==> config.mk <==
export PLATFORM = sky130hd
export DESIGN_NAME = trig_buffer_alloc
export DESIGN_NICKNAME = d
export VERILOG_FILES = /design/src/rtl/trig_buffer_alloc.sv
export SDC_FILE = /design/constraint.sdc
export NUM_CORES = 1
export LEC_CHECK = 0
export BUFFER_PORTS_ARGS = -buffer_cell sky130_fd_sc_hd__buf_4
export CAP_MARGIN = 20
export CORE_UTILIZATION = 55
export CTS_CLUSTER_SIZE = 8
export DETAILED_ROUTE_END_ITERATION = 10
export PLACE_DENSITY_LB_ADDON = 0.12
export SYNTH_ARGS = -nofsm -noshare
export SYNTH_HDL_FRONTEND = slang
export SYNTH_SLANG_ARGS = --single-unit
==> constraint.sdc <==
create_clock -name sys_clk_i -period 2.88 [get_ports sys_clk_i]
set_input_delay 0.288 -clock sys_clk_i [delete_from_list [all_inputs] [get_ports sys_clk_i]]
set_output_delay 0.288 -clock sys_clk_i [all_outputs]
set_load 0.05 [all_outputs]
==> src/rtl/trig_buffer_alloc.sv <==
// Trigger buffer allocator: hands out SURF buffer indices to triggers in
// ring order, retires them as completed events land in RAM, flags
// dead-time when the ring is (nearly) full, and keeps per-PPS-second
// occupancy statistics.
module trig_buffer_alloc #(
  parameter int NBUF        = 4,
  parameter int DEAD_MARGIN = 0,
  parameter int OCC_WIDTH   = 32,
  localparam int IDXW       = $clog2(NBUF),
  localparam int CNTW       = IDXW + 1
) (
  input  logic                 sys_clk_i,
  input  logic                 sys_rst_n_i,
  input  logic                 pps_i,
  input  logic                 runrst_i,
  input  logic                 runstop_i,
  input  logic                 trig_i,
  output logic [IDXW-1:0]      trig_buf_o,
  input  logic                 last_flag_i,
  input  logic [IDXW-1:0]      last_buf_i,
  output logic                 dead_o,
  output logic [CNTW-1:0]      count_o,
  output logic [OCC_WIDTH-1:0] occupancy_o,
  output logic [CNTW-1:0]      max_occ_o,
  output logic                 surf_err_o,
  output logic                 turf_err_o,
  output logic                 order_err_o
);

  localparam logic [CNTW-1:0] FULL    = CNTW'(NBUF);
  localparam logic [CNTW-1:0] DEAD_TH = CNTW'(NBUF - DEAD_MARGIN);
  localparam int              ACCW    = OCC_WIDTH + 1;

  logic [IDXW-1:0]      wr_ptr, wr_ptr_n;
  logic [IDXW-1:0]      rd_ptr, rd_ptr_n;
  logic [CNTW-1:0]      count, count_n;
  logic                 running, running_n;
  logic                 surf_err_n, turf_err_n, order_err_n;
  logic                 trig_ok, done_ok;
  logic [OCC_WIDTH-1:0] acc;
  logic [ACCW-1:0]      acc_sum;
  logic [CNTW-1:0]      peak;

  assign trig_buf_o = wr_ptr;
  assign count_o    = count;

  // Acceptance is judged against the count held at the start of the cycle.
  assign trig_ok = trig_i && (count != FULL);
  assign done_ok = last_flag_i && (count != '0);

  // Next-state for pointers, count, running and sticky error flags.
  always_comb begin
    wr_ptr_n    = wr_ptr;
    rd_ptr_n    = rd_ptr;
    count_n     = count;
    running_n   = running;
    surf_err_n  = surf_err_o;
    turf_err_n  = turf_err_o;
    order_err_n = order_err_o;
    if (runrst_i) begin
      wr_ptr_n    = '0;
      rd_ptr_n    = '0;
      count_n     = '0;
      running_n   = 1'b1;
      surf_err_n  = 1'b0;
      turf_err_n  = 1'b0;
      order_err_n = 1'b0;
    end else begin
      if (runstop_i) begin
        running_n = 1'b0;
      end
      if (trig_ok) begin
        wr_ptr_n = wr_ptr + IDXW'(1);
      end
      if (done_ok) begin
        rd_ptr_n = rd_ptr + IDXW'(1);
      end
      if (trig_ok && !done_ok) begin
        count_n = count + CNTW'(1);
      end else if (done_ok && !trig_ok) begin
        count_n = count - CNTW'(1);
      end
      if (running && trig_i && !trig_ok) begin
        turf_err_n = 1'b1;
      end
      if (running && last_flag_i && !done_ok) begin
        surf_err_n = 1'b1;
      end
      if (running && done_ok && (last_buf_i != rd_ptr)) begin
        order_err_n = 1'b1;
      end
    end
  end

  // Tracking state register; dead_o is built from next-state so it lines up with count_o.
  always_ff @(posedge sys_clk_i or negedge sys_rst_n_i) begin
    if (!sys_rst_n_i) begin
      wr_ptr      <= '0;
      rd_ptr      <= '0;
      count       <= '0;
      running     <= 1'b0;
      dead_o      <= 1'b0;
      surf_err_o  <= 1'b0;
      turf_err_o  <= 1'b0;
      order_err_o <= 1'b0;
    end else begin
      wr_ptr      <= wr_ptr_n;
      rd_ptr      <= rd_ptr_n;
      count       <= count_n;
      running     <= running_n;
      dead_o      <= (count_n >= DEAD_TH) && running_n;
      surf_err_o  <= surf_err_n;
      turf_err_o  <= turf_err_n;
      order_err_o <= order_err_n;
    end
  end

  assign acc_sum = {1'b0, acc} + ACCW'(count);

  // Per-second occupancy integral and peak; independent of running and runrst.
  always_ff @(posedge sys_clk_i or negedge sys_rst_n_i) begin
    if (!sys_rst_n_i) begin
      acc         <= '0;
      peak        <= '0;
      occupancy_o <= '0;
      max_occ_o   <= '0;
    end else if (pps_i) begin
      occupancy_o <= acc;
      acc         <= OCC_WIDTH'(count);
      max_occ_o   <= peak;
      peak        <= count;
    end else begin
      acc  <= acc_sum[OCC_WIDTH] ? {OCC_WIDTH{1'b1}} : acc_sum[OCC_WIDTH-1:0];
      peak <= (count > peak) ? count : peak;
    end
  end

endmodule

# Word level (Yosys, flattened, before mapping)
# Cells that the tools add are included.
# word_totals
input_bits	9
regBits	82
output_inout_bits	44
elab_cells	60
# classes
magnitude_cmp	2
mux	19
reduce_logical	20
eq_ne	2
n_addsub	5
# ops
operator	count
$mux W32	2
$add A32 B3 Y33	1
$mux W3	5
$reduce_bool A2 Y1	6
$logic_and A1 B1 Y1	11
$mux W1	8
$mux W2	4
$add A2 B1 Y2 const B	2
$add A3 B1 Y3 const B	1
$ge A3 B3 Y1 const B	1
$gt A3 B3 Y1	1
$ne A3 B3 Y1 const B	1
$reduce_bool A3 Y1	1
$sub A3 B1 Y3 const B	1
$logic_not A1 Y1	2
$ne A2 B2 Y1	1

# Longest topological paths before layout
# Gate-level depths: netlist (run 1).
# logic_depth
depth_word	9
depth_mapped	8
depth_no_buf	7

# Worst setup path after synthesis (run 1)
# Ideal clock, no wire load.
# synth_timing
kind	flip-flop to flip-flop
from	reg count[0], in the netlist count_o[0]
to	reg acc[10]
required_ps	2743
setup_slack_ps	476
setup_time_ps	137
t_arrival_ps	2267
period_less_slack_ps	2404
path_buffers	2
stages_incl_launch_ff	9
path_cell_list	dfrtp_1 -> ha_1 -> fa_1 -> a21o_1 -> nor2b_1 -> buf_2 -> nand4_2 -> clkbuf_1 -> a21oi_1
# synth_via
elab_chain_cells	3
# synth_rtl
element	line_no	source
start: declaration	36	logic [CNTW-1:0] count, count_n;
start signal: assignment	109	count <= count_n;
$add A32 B3 Y33	118	assign acc_sum = {1'b0, acc} + ACCW'(count);
$mux W32	133	acc <= acc_sum[OCC_WIDTH] ? {OCC_WIDTH{1'b1}} : acc_sum[OCC_WIDTH-1:0];
$mux W32	127	end else if (pps_i) begin
end signal: assignment	129	acc <= OCC_WIDTH'(count);
end signal: assignment	133	
end: declaration	40	logic [OCC_WIDTH-1:0] acc;
# No other way between the ends.
# A chain may end at the register's enable or synchronous reset.

# Worst setup path in the final report (run 1)
# layout_timing
from	reg count[2], in the netlist count_o[2]
to	reg acc[29]
# Same word-level chain as after synthesis.

==> run summary, run 1 <==
Outcome - finished with violations
Failing checks - DRC
Prevailing post-synth register cell - sky130_fd_sc_hd__dfrtp_1
Synthesized area per cell - 11.7 um2
Layout cells sized above 1 - 0.297
Total leakage power - 2.14 nW
Number of antenna violations at the first check in global routing - 0
Sinks on the clock net - 82
Final worst path period need - 2.38 ns
Sequential fraction of the synthesis area - 0.545
Cell with the most instances after synthesis - sky130_fd_sc_hd__dfrtp_1
Vert. Die Dim - 84.8 um
# IOs - 53
Most area-hungry cell type in the Yosys netlist - sky130_fd_sc_hd__dfrtp_1
Placer's final routability congestion estimate - 0.757
Switching power - 1.10 mW
Iteration-0 DRC Markers - 109
Unrepaired setup endpoints after global routing - no
Number of max-slew violations in the final report - 0
Share of total power in combinational logic - 0.286
Via count - 2631
Residual DRC count - 5
Pre-Repair DR Iteration Count - 8
Post-synth EDFFs - 0
Net Count, Synth - 341
Peak supply drop - 518 uV
Total routed wire length on the met1 layer - 3370 um
Synthesis-stage register bit count - 82
Die W - 84.8 um
Layout net count - 396
Relative area change from synthesis to final layout - 19.2%
Overall Power - 3.23 mW
Non-Filler Instances - 458
Part of the power in the clock network - 0.284
Final number of setup-violating endpoints - 0
Detail-routed net length per standard cell - 15.7 um
Detailed Place HPWL - 4650 um
Maximum number of buffers from clock root to sink - 2
TritonCTS buffer count - 9
Count of buffers from port buffering - 52
Starting density of the core - 0.580
Ratio of final minimum period to clock period - 0.826
Routed wire length - 7180 um
Total length of routed met3 wires - 296 um
Arrival time at the worst endpoint - 2.65 ns
Power density over the cells - 719 nW/um2
Async set or reset register ratio after synthesis - 1.00
Worst setup SP type - register
Latest clock arrival within the worst-skew pair - 0.35 ns
Classification of the worst-slack hold path - in2reg
Global routing usage summed across all routing layers - 0.221
Net switching share of the total power - 0.340
Final count of hold timing violations - 0
CTS tree - yes
Cell chosen for the clock root - sky130_fd_sc_hd__clkbuf_8
Via/cell ratio - 5.74
Worst setup margin - 0.501 ns
Number of buffers inserted to repair setup after CTS - 0
Crit path required time - 3.15 ns
Max Clock Freq - 0.420 GHz
Maximum net fanout on the critical path - 22
H-tree lvl count - 3
Met2 WL post-DR - 3430 um
Antenna Violating Nets Remaining - 0
Number of violations of the max-capacitance limit - 0
Core region area - 6490 um2
Clock input transition at the sequential cells of the worst setup and hold paths - 0.08 ns
Internal power summed over all cells - 2.13 mW
Highest routed metal layer - met4
Vias in the first global route - 2638
Place WS - 0.552 ns
Largest net degree at the start of global routing - 83
Count of inserted antenna diode cells - 0
Top post-synthesis cells by count - 82 x sky130_fd_sc_hd__dfrtp_1, 36 x sky130_fd_sc_hd__mux2_2, 32 x sky130_fd_sc_hd__a21oi_1, 22 x sky130_fd_sc_hd__xor2_1, 16 x sky130_fd_sc_hd__nor2_1
Kind of end point of the critical path - register
Clk_skew - 0.00766 ns
Total die area - 7190 um2
Share of total power in sequential cells - 0.430
Cell Count Post-Placement - 441
Yosys warning total - 0
Fraction of synthesized cell area taken by the top area cell type - 0.545
Count of cell types in the netlist - 42
Wire length of the first global-routing pass - 12400 um
Synthesized instance count - 322
Setup Crit Path Kind - reg2reg
Synth area leaders - sky130_fd_sc_hd__dfrtp_1 54%, sky130_fd_sc_hd__mux2_2 11%, sky130_fd_sc_hd__xor2_1 5.1%
Worst-case headroom to the max-slew limit - 0.581
Summed negative setup slack over all endpoints - 0 ns
Global route total overflow - 0
Final core utilization - 0.692
Measured slew at the worst slew-check pin - 0.628 ns
Mapped Area - 3770 um2
# rows - 29
==> through the flow <==
| step | hold slack, ns | area (um2) |
|---|---|---|
| global route | 0.189 | 4490 |
| CTS | 0.148 | 4460 |
| finish | 0.185 | 4490 |
| detailed placement | 0.497 | 4240 |
| floorplan | -0.00759 | 3770 |
| global placement | 0.481 | 4240 |
==> layout make-up <==
cell class	instances	area, um2
clock buffer	11	141
clock inverter	4	76.3
fill	469	2000
inverter	8	30.0
multi-input combinational	216	1620
sequential	82	2050
tap	77	96.3
timing repair buffer	60	478
==> timing repair <==
action / CTS / global route
hold endpoints to repair: 0 / 41
hold buffers: 0 / 1
gates resized for setup: 0 / 0
==> critical path, cell delays in order (launching register included) <==
cell                      delay (ns)
sky130_fd_sc_hd__dfrtp_1        0.48
sky130_fd_sc_hd__ha_1           0.39
sky130_fd_sc_hd__a21o_1         0.17
sky130_fd_sc_hd__nor2b_1        0.21
sky130_fd_sc_hd__nand4_2        0.53
sky130_fd_sc_hd__buf_4          0.38
sky130_fd_sc_hd__a31oi_1        0.13
==> cell usage in the layout (no fill, tap or decap), types with 5 or more instances in the layout <==
cell type                   n
sky130_fd_sc_hd__dfrtp_1   82
sky130_fd_sc_hd__xor2_1    22
sky130_fd_sc_hd__clkbuf_8  10
sky130_fd_sc_hd__ha_1       9
sky130_fd_sc_hd__nand4_1   12
sky130_fd_sc_hd__nand2_1   12
sky130_fd_sc_hd__buf_4     57
sky130_fd_sc_hd__nor3_1     6
sky130_fd_sc_hd__xnor2_1   10
sky130_fd_sc_hd__nor2_1    16
sky130_fd_sc_hd__inv_1      8
sky130_fd_sc_hd__a21oi_1   32
sky130_fd_sc_hd__a31oi_1    5
sky130_fd_sc_hd__mux2_2    36
sky130_fd_sc_hd__nand3_1   12
==> routing by layer <==
layer / track usage / vias up
met5: 0 / -
met4: 0.0909 / 0
met3: 0.0521 / 10
met2: 0.354 / 63
li1: - / 1250
met1: 0.291 / 1308
==> logic make-up (layout without fill, tap and decap cells) <==
kind of cell / count (synthesis) / in the layout / synth area share
mux: 38 / 38 / 0.113
flops: 82 / 82 / 0.545
xor+xnor: 32 / 32 / 0.0744
simple gates: 84 / 84 / 0.127
fa+ha+maj: 10 / 10 / 0.0352
buf+inv: 24 / 83 / 0.0259
compound gates: 52 / 52 / 0.0804
==> power groups by stage <==
stage               logic [mW]  registers [mW]  clock network [mW]
floorplan                0.419            1.63                   0
global placement         0.895            1.40                   0
detailed placement       0.916            1.41                   0
CTS                      0.927            1.39               0.929
global route              1.00            1.41               0.978
finish                   0.923            1.39               0.918
==> final timing paths <==
check / from / to / slack (ns) / cells past startpoint
setup / recovery: count_o[2] / acc[29] / 0.50 / 6
hold / removal: runrst_i / count_o[2] / 0.18 / 2
max in group asynchronous: sys_rst_n_i / occupancy_o[3] / 1.83 / 3
hold reg to reg: surf_err_o / surf_err_o / 0.51 / 2
min in group asynchronous: sys_rst_n_i / occupancy_o[29] / 0.45 / 2
setup reg to reg: count_o[2] / acc[29] / 0.50 / 6
==> flip-flops by register name, summed over array words and instances, names as in the netlist <==
| signal | cells |
|---|---|
| count_o | 3 |
| surf_err_o | 1 |
| order_err_o | 1 |
| dead_o | 1 |
| rd_ptr | 2 |
| acc | 32 |
| running | 1 |
| trig_buf_o | 2 |
| max_occ_o | 3 |
| peak | 3 |
| turf_err_o | 1 |
| occupancy_o | 32 |
Note: power is estimated with default switching activity, not from simulation.
==> inputs of run 2 (changes only) <==
- CORE_UTILIZATION: 55 -> 51
- clock period: 2.88 -> 1.95 ns (I/O delays scaled with it)
==> run 2 against run 1 <==
Effect of this change:
- the run ends with setup timing left
- combinational power rose by 79%
- worst setup slack got worse by 0.51 ns
- clock skew rose by 0.0040 ns
- sequential share of layout area fell by 4.4 points
- flip-flop and latch count did not move
- global-route usage fell by 0.37 points
- wire length rose by 12%
- total power rose by 64%
- cell count rose by 9.8%
==> run summary, run 2 (same netlist as run 1, synthesis figures left out) <==
TritonCTS buffer count - 9 (unchanged)
Latest clock arrival within the worst-skew pair - 0.35 ns (about the same)
Worst R2R Path Depth - 8 (+2)
Ratio of final minimum period to clock period - 1.00 (+0.179)
Classification of the worst-slack hold path - in2reg
Maximum number of buffers from clock root to sink - 2 (unchanged)
Largest net degree at the start of global routing - 45 (-46%)
Placer's final routability congestion estimate - 0.813 (+7.4%)
Total die area - 7730 um2 (+7.6%)
Setup Crit Path Kind - reg2reg
Arrival time at the worst endpoint - 2.25 ns (-0.40 ns)
Worst-case headroom to the max-slew limit - 0.612 (+0.0312)
Number of antenna violations at the first check in global routing - 0 (unchanged)
Peak supply drop - 855 uV (+65%)
Count of inserted antenna diode cells - 0 (unchanged)
Iteration-0 DRC Markers - 127 (+17%)
Number of max-slew violations in the final report - 0 (unchanged)
Detail-routed net length per standard cell - 16.0 um (+1.8%)
Worst setup SP type - register
H-tree lvl count - 3 (unchanged)
Measured slew at the worst slew-check pin - 0.582 ns (-0.0453 ns)
Layout net count - 421 (+6.3%)
Total leakage power - 2.32 nW (+8.4%)
CTS tree - yes
Worst setup margin - -0.00907 ns (-0.510 ns)
Kind of end point of the critical path - register
Non-Filler Instances - 503 (+9.8%)
Outcome - finished with violations
Cell chosen for the clock root - sky130_fd_sc_hd__clkbuf_8
# rows - 30 (+3.4%)
Via count - 2798 (+6.3%)
Core region area - 6980 um2 (+7.5%)
Final number of setup-violating endpoints - 1 (+1)
Power density over the cells - 1060 nW/um2 (+48%)
# IOs - 53 (unchanged)
Sinks on the clock net - 82 (unchanged)
Most frequent cells in the layout - 79 x sky130_fd_sc_hd__dfrtp_1, 75 x sky130_fd_sc_hd__buf_4, 36 x sky130_fd_sc_hd__mux2_2
R2r setup slk - -0.009 ns (-0.51 ns)
Pre-Repair DR Iteration Count - 5 (-3)
Vert. Die Dim - 87.9 um (+3.8%)
Final count of hold timing violations - 0 (unchanged)
Failing checks - setup timing
Die W - 87.9 um (+3.8%)
Count of buffers from port buffering - 52 (unchanged)
Residual DRC count - 0 (-5)
Crit path required time - 2.24 ns (-0.91 ns)
Unrepaired setup endpoints after global routing - yes
Wire length of the first global-routing pass - 12800 um (+3.3%)
Global route total overflow - 0 (unchanged)
Via/cell ratio - 5.56 (-3.2%)
Commonest non-fill, non-tap cell in the layout - sky130_fd_sc_hd__dfrtp_1
Max Clock Freq - 0.510 GHz (+21%)
Overall Power - 5.30 mW (+64%)
Routed wire length - 8030 um (+12%)
Antenna Violating Nets Remaining - 0 (unchanged)
Number of violations of the max-capacitance limit - 0 (unchanged)
Starting density of the core - 0.540 (-0.0404)
Biggest registers after layout - acc (32), occupancy_o (32)
Final worst path period need - 1.96 ns (-0.420 ns)
Layout cells sized above 1 - 0.432 (+0.136)
Detailed Place HPWL - 5230 um (+13%)
Relative area change from synthesis to final layout - 32.2%
Cell Count Post-Placement - 480 (+8.8%)
Clk_skew - 0.0117 ns (+0.00400 ns)
Global routing usage summed across all routing layers - 0.217 (-0.00373)
Maximum net fanout on the critical path - 6 (-73%)
Cell depth of the worst hold path - 2 (unchanged)
Vias in the first global route - 2700 (+2.4%)
Clock input transition at the sequential cells of the worst setup and hold paths - 0.08 ns (about the same)
Fill cells - 517 (+10%)
## run 2: power breakdown
group / switching [mW] / leakage (nW) / internal (mW)
clock network: 0.605 / 0.134 / 1.01
logic: 0.952 / 1.06 / 0.693
registers: 0.153 / 1.12 / 1.89
total: 1.71 / 2.32 / 3.59
## run 2: final timing paths
| check | from | to |
|---|---|---|
| min in group asynchronous | sys_rst_n_i | occupancy_o[30] |
| worst min register to register | order_err_o | order_err_o |
| worst max-delay path | count_o[0] | acc[24] |
| worst max register to register | count_o[0] | acc[24] |
| worst min-delay path | runrst_i | count_o[0] |
| max in group asynchronous | sys_rst_n_i | acc[9] |
## run 2: metal layers
| metal | GRT usage | vias to the layer above | part of all wire | wire (um) |
|---|---|---|---|---|
| li1 | - | 1317 | - | - |
| met1 | 0.286 | 1384 | 0.44 | 3570 |
| met2 | 0.343 | 85 | 0.50 | 3980 |
| met3 | 0.0424 | 12 | 0.042 | 339 |
| met4 | 0.107 | 0 | 0.017 | 138 |
| met5 | 0 | - | 0 | 0 |
## run 2: repair_timing
action / 4_1_cts / 5_1_grt
gates cloned: 0 / 2
endpoints found under the setup margin: 4 / 34
pin swaps: 2 / 8
buffers inserted: 0 / 4
gates resized for setup: 0 / 13
hold buffers: 1 / 0
endpoints found under the hold margin: 42 / 0
## run 2: cell type report
cell class | count | area (um2) | share of cell area
Sequential cell | 82 | 2060 | 0.413
Multi-Input combinational cell | 216 | 1790 | 0.360
Timing Repair Buffer | 85 | 717 | 0.144
Clock buffer | 11 | 141 | 0.0284
Clock inverter | 5 | 125 | 0.0251
Tap cell | 96 | 120 | 0.0241
Inverter | 8 | 30.0 | 0.00603
## run 2: metrics by stage
stage | hold WS, ns | setup TNS, ns | area, um2 | worst slack (ns) | utilization
CTS | 0.0864 | -0.0557 | 4860 | -0.0325 | 0.696
global placement | 0.231 | 0 | 4580 | 0.0178 | 0.656
floorplan | -0.101 | -2.23 | 3920 | -0.0983 | -
detailed placement | 0.236 | -0.0352 | 4580 | -0.0276 | 0.656
finish | 0.101 | -0.00907 | 4980 | -0.00907 | 0.713
global route | 0.0915 | -1.56 | 4980 | -0.101 | 0.713
## run 2: critical path, cell delays in order (launching register included)
cell and delay [ns]:
sky130_fd_sc_hd__dfrtp_2 0.43, sky130_fd_sc_hd__ha_4 0.17, sky130_fd_sc_hd__fa_2 0.35, sky130_fd_sc_hd__a21o_1 0.20, sky130_fd_sc_hd__nor2b_4 0.14, sky130_fd_sc_hd__buf_6 0.14
sky130_fd_sc_hd__and3_4 0.16, sky130_fd_sc_hd__a31oi_1 0.16, sky130_fd_sc_hd__o21a_1 0.15
==> inputs of run 3 (changes only) <==
- BUFFER_PORTS_ARGS: -buffer_cell sky130_fd_sc_hd__buf_4 -> default
- CORE_UTILIZATION: 51 -> 55
- DONT_BUFFER_PORTS: default -> 1
==> run 3 against run 2 <==
Effect of this change:
- the run ends with DRC, hold timing, setup timing left
- total power down 5.3%
- combinational power shrank 30%
- cell count is 13% lower
- design area is 7.7% lower
- flip-flop and latch count unchanged
- critical endpoint is now acc[27]
==> run summary, run 3 (same netlist as run 1, synthesis figures left out) <==
Outcome - finished with violations
Failing checks - DRC, hold timing, setup timing
Net switching share of the total power - 0.327 (+0.00508)
Part of the power in the clock network - 0.302 (-0.003)
Worst setup margin - -0.0389 ns (-0.0299 ns)
Global route total overflow - 0 (unchanged)
Detail-routed net length per standard cell - 17.7 um (+11%)
Switching power - 1.64 mW (-3.8%)
Wire length of the first global-routing pass - 12500 um (-2.6%)
Layout net count - 375 (-11%)
Most frequent cells in the layout - 79 x sky130_fd_sc_hd__dfrtp_1, 36 x sky130_fd_sc_hd__mux2_2, 22 x sky130_fd_sc_hd__a21oi_2
Latest clock arrival within the worst-skew pair - 0.35 ns (about the same)
Power density over the cells - 1090 nW/um2 (+2.6%)
Global routing usage summed across all routing layers - 0.226 (+0.00860)
Setup Crit Path Kind - reg2reg
Overall Power - 5.02 mW (-5.3%)
Count of buffers from port buffering - 0 (-100%)
Summed negative setup slack over all endpoints - -0.167 ns (-0.158 ns)
Crit path required time - 2.17 ns (-0.07 ns)
Share of total power in combinational logic - 0.230 (-0.080)
Cell Count Post-Placement - 402 (-16%)
Internal power summed over all cells - 3.38 mW (-6.0%)
Starting density of the core - 0.580 (+0.0404)
Kind of end point of the critical path - register
Die W - 84.8 um (-3.6%)
Vias in the first global route - 2492 (-7.7%)
Detailed Place HPWL - 4490 um (-14%)
Unrepaired setup endpoints after global routing - yes
Share of total power in sequential cells - 0.468 (+0.083)
Antenna Violating Nets Remaining - 0 (unchanged)
Fill cells - 446 (-14%)
Commonest non-fill, non-tap cell in the layout - sky130_fd_sc_hd__dfrtp_1
Routed wire length - 7740 um (-3.7%)
Classification of the worst-slack hold path - in2async
CTS tree - yes
Pre-Repair DR Iteration Count - 7 (+2)
Residual DRC count - 5 (+5)
Cell chosen for the clock root - sky130_fd_sc_hd__clkbuf_8
Layout cells sized above 1 - 0.330 (-0.103)
Total die area - 7190 um2 (-7.1%)
Vert. Die Dim - 84.8 um (-3.6%)
H-tree lvl count - 3 (unchanged)
TritonCTS buffer count - 9 (unchanged)
Via count - 2608 (-6.8%)
Number of max-slew violations in the final report - 0 (unchanged)
# rows - 29 (-3.3%)
Final number of setup-violating endpoints - 8 (+7)
Largest net degree at the start of global routing - 83 (+84%)
Arrival time at the worst endpoint - 2.21 ns (-0.04 ns)
Max Clock Freq - 0.503 GHz (-1.5%)
# IOs - 53 (unchanged)
Via/cell ratio - 5.95 (+7.0%)
Worst setup SP type - register
Sinks on the clock net - 82 (unchanged)
Peak supply drop - 735 uV (-14%)
Iteration-0 DRC Markers - 128 (+0.79%)
Final count of hold timing violations - 82 (+82)
Core region area - 6490 um2 (-7.0%)
Ratio of final minimum period to clock period - 1.02 (+0.0153)
Measured slew at the worst slew-check pin - 0.519 ns (-0.0631 ns)
Number of violations of the max-capacitance limit - 0 (unchanged)
Clk_skew - 0.00813 ns (-0.00354 ns)
Place WS - -0.0173 ns (+0.0103 ns)
Count of inserted antenna diode cells - 0 (unchanged)
Placer's final routability congestion estimate - 0.750 (-7.7%)
Worst-case headroom to the max-slew limit - 0.654 (+0.0421)
Number of antenna violations at the first check in global routing - 0 (unchanged)
Non-Filler Instances - 438 (-13%)
Worst hold margin - -0.471 ns (-0.572 ns)
Clock input transition at the sequential cells of the worst setup and hold paths - 0.08 ns (about the same)
Biggest registers after layout - acc (32), occupancy_o (32)
Relative area change from synthesis to final layout - 22.0%
Total leakage power - 2.06 nW (-11%)
Final worst path period need - 1.99 ns (+0.0299 ns)
Maximum net fanout on the critical path - 6 (unchanged)
Maximum number of buffers from clock root to sink - 2 (unchanged)
run 3: cell count changes in the layout (fill, tap and decap cells not counted), sizes merged:
cell | before | now
buf | 83 | 26
bufinv | 4 | 3
clkinv | 1 | 0
clkinvlp | 0 | 1
dlygate4sd3 | 1 | 13
run 3: metrics by stage:
step | utilization | instance area (um2)
2_1_floorplan | - | 3920
5_1_grt | 0.708 | 4600
4_1_cts | 0.689 | 4480
6_report | 0.708 | 4600
3_5_place_dp | 0.626 | 4060
3_3_place_gp | 0.626 | 4060
run 3: routing by layer:
| layer | GRT usage | up-vias | wire [um] |
|---|---|---|---|
| li1 | - | 1211 | - |
| met1 | 0.319 | 1312 | 3620 |
| met2 | 0.333 | 72 | 3640 |
| met3 | 0.0570 | 13 | 354 |
| met4 | 0.0924 | 0 | 124 |
| met5 | 0 | - | 0 |
run 3: path summary, 6_finish.rpt:
check | startpoint | endpoint | slack, ns | cells past startpoint
max | count_o[0] | acc[27] | -0.04 | 9
min | sys_rst_n_i | occupancy_o[28] | -0.47 | 0
max reg2reg | count_o[0] | acc[27] | -0.04 | 9
min reg2reg | peak[0] | peak[0] | 0.56 | 1
max in group asynchronous | sys_rst_n_i | count_o[1] | 2.27 | 0
min in group sys_clk_i | pps_i | occupancy_o[15] | 0.02 | 1
run 3: layout make-up:
cell class                 instances  area [um2]  share of cell area
tap                               77        96.3              0.0210
sequential                        82        2060               0.447
clock inverter                     4        97.6              0.0212
multi-input combinational        216        1810               0.393
timing repair buffer              39         354              0.0770
clock buffer                      12         155              0.0338
inverter                           8        30.0             0.00653
run 3: what timing repair did:
action | CTS | global route
endpoints found under the setup margin | 22 | 36
pin swaps | 3 | 8
cloned | 0 | 1
resized for setup | 2 | 17
setup buffers | 1 | 4
hold buffers | 13 | 1
endpoints found under the hold margin | 153 | 83
run 3: power groups by stage:
stage               clock, mW  sequential [mW]  combinational (mW)
finish                   1.52             2.35                1.15
global route             1.60             2.37                1.27
CTS                      1.55             2.35                1.05
detailed placement          0             2.38               0.947
global placement            0             2.38               0.917
floorplan                   0             2.43               0.667
run 3: critical path, stage by stage, from the launching register on:
cell,delay (ns)
sky130_fd_sc_hd__dfrtp_2,0.43
sky130_fd_sc_hd__ha_4,0.17
sky130_fd_sc_hd__fa_2,0.38
sky130_fd_sc_hd__a21o_1,0.17
sky130_fd_sc_hd__nor2b_4,0.13
sky130_fd_sc_hd__buf_6,0.14
sky130_fd_sc_hd__nand4_4,0.11
sky130_fd_sc_hd__buf_6,0.14
sky130_fd_sc_hd__buf_6,0.11
sky130_fd_sc_hd__a31oi_4,0.07
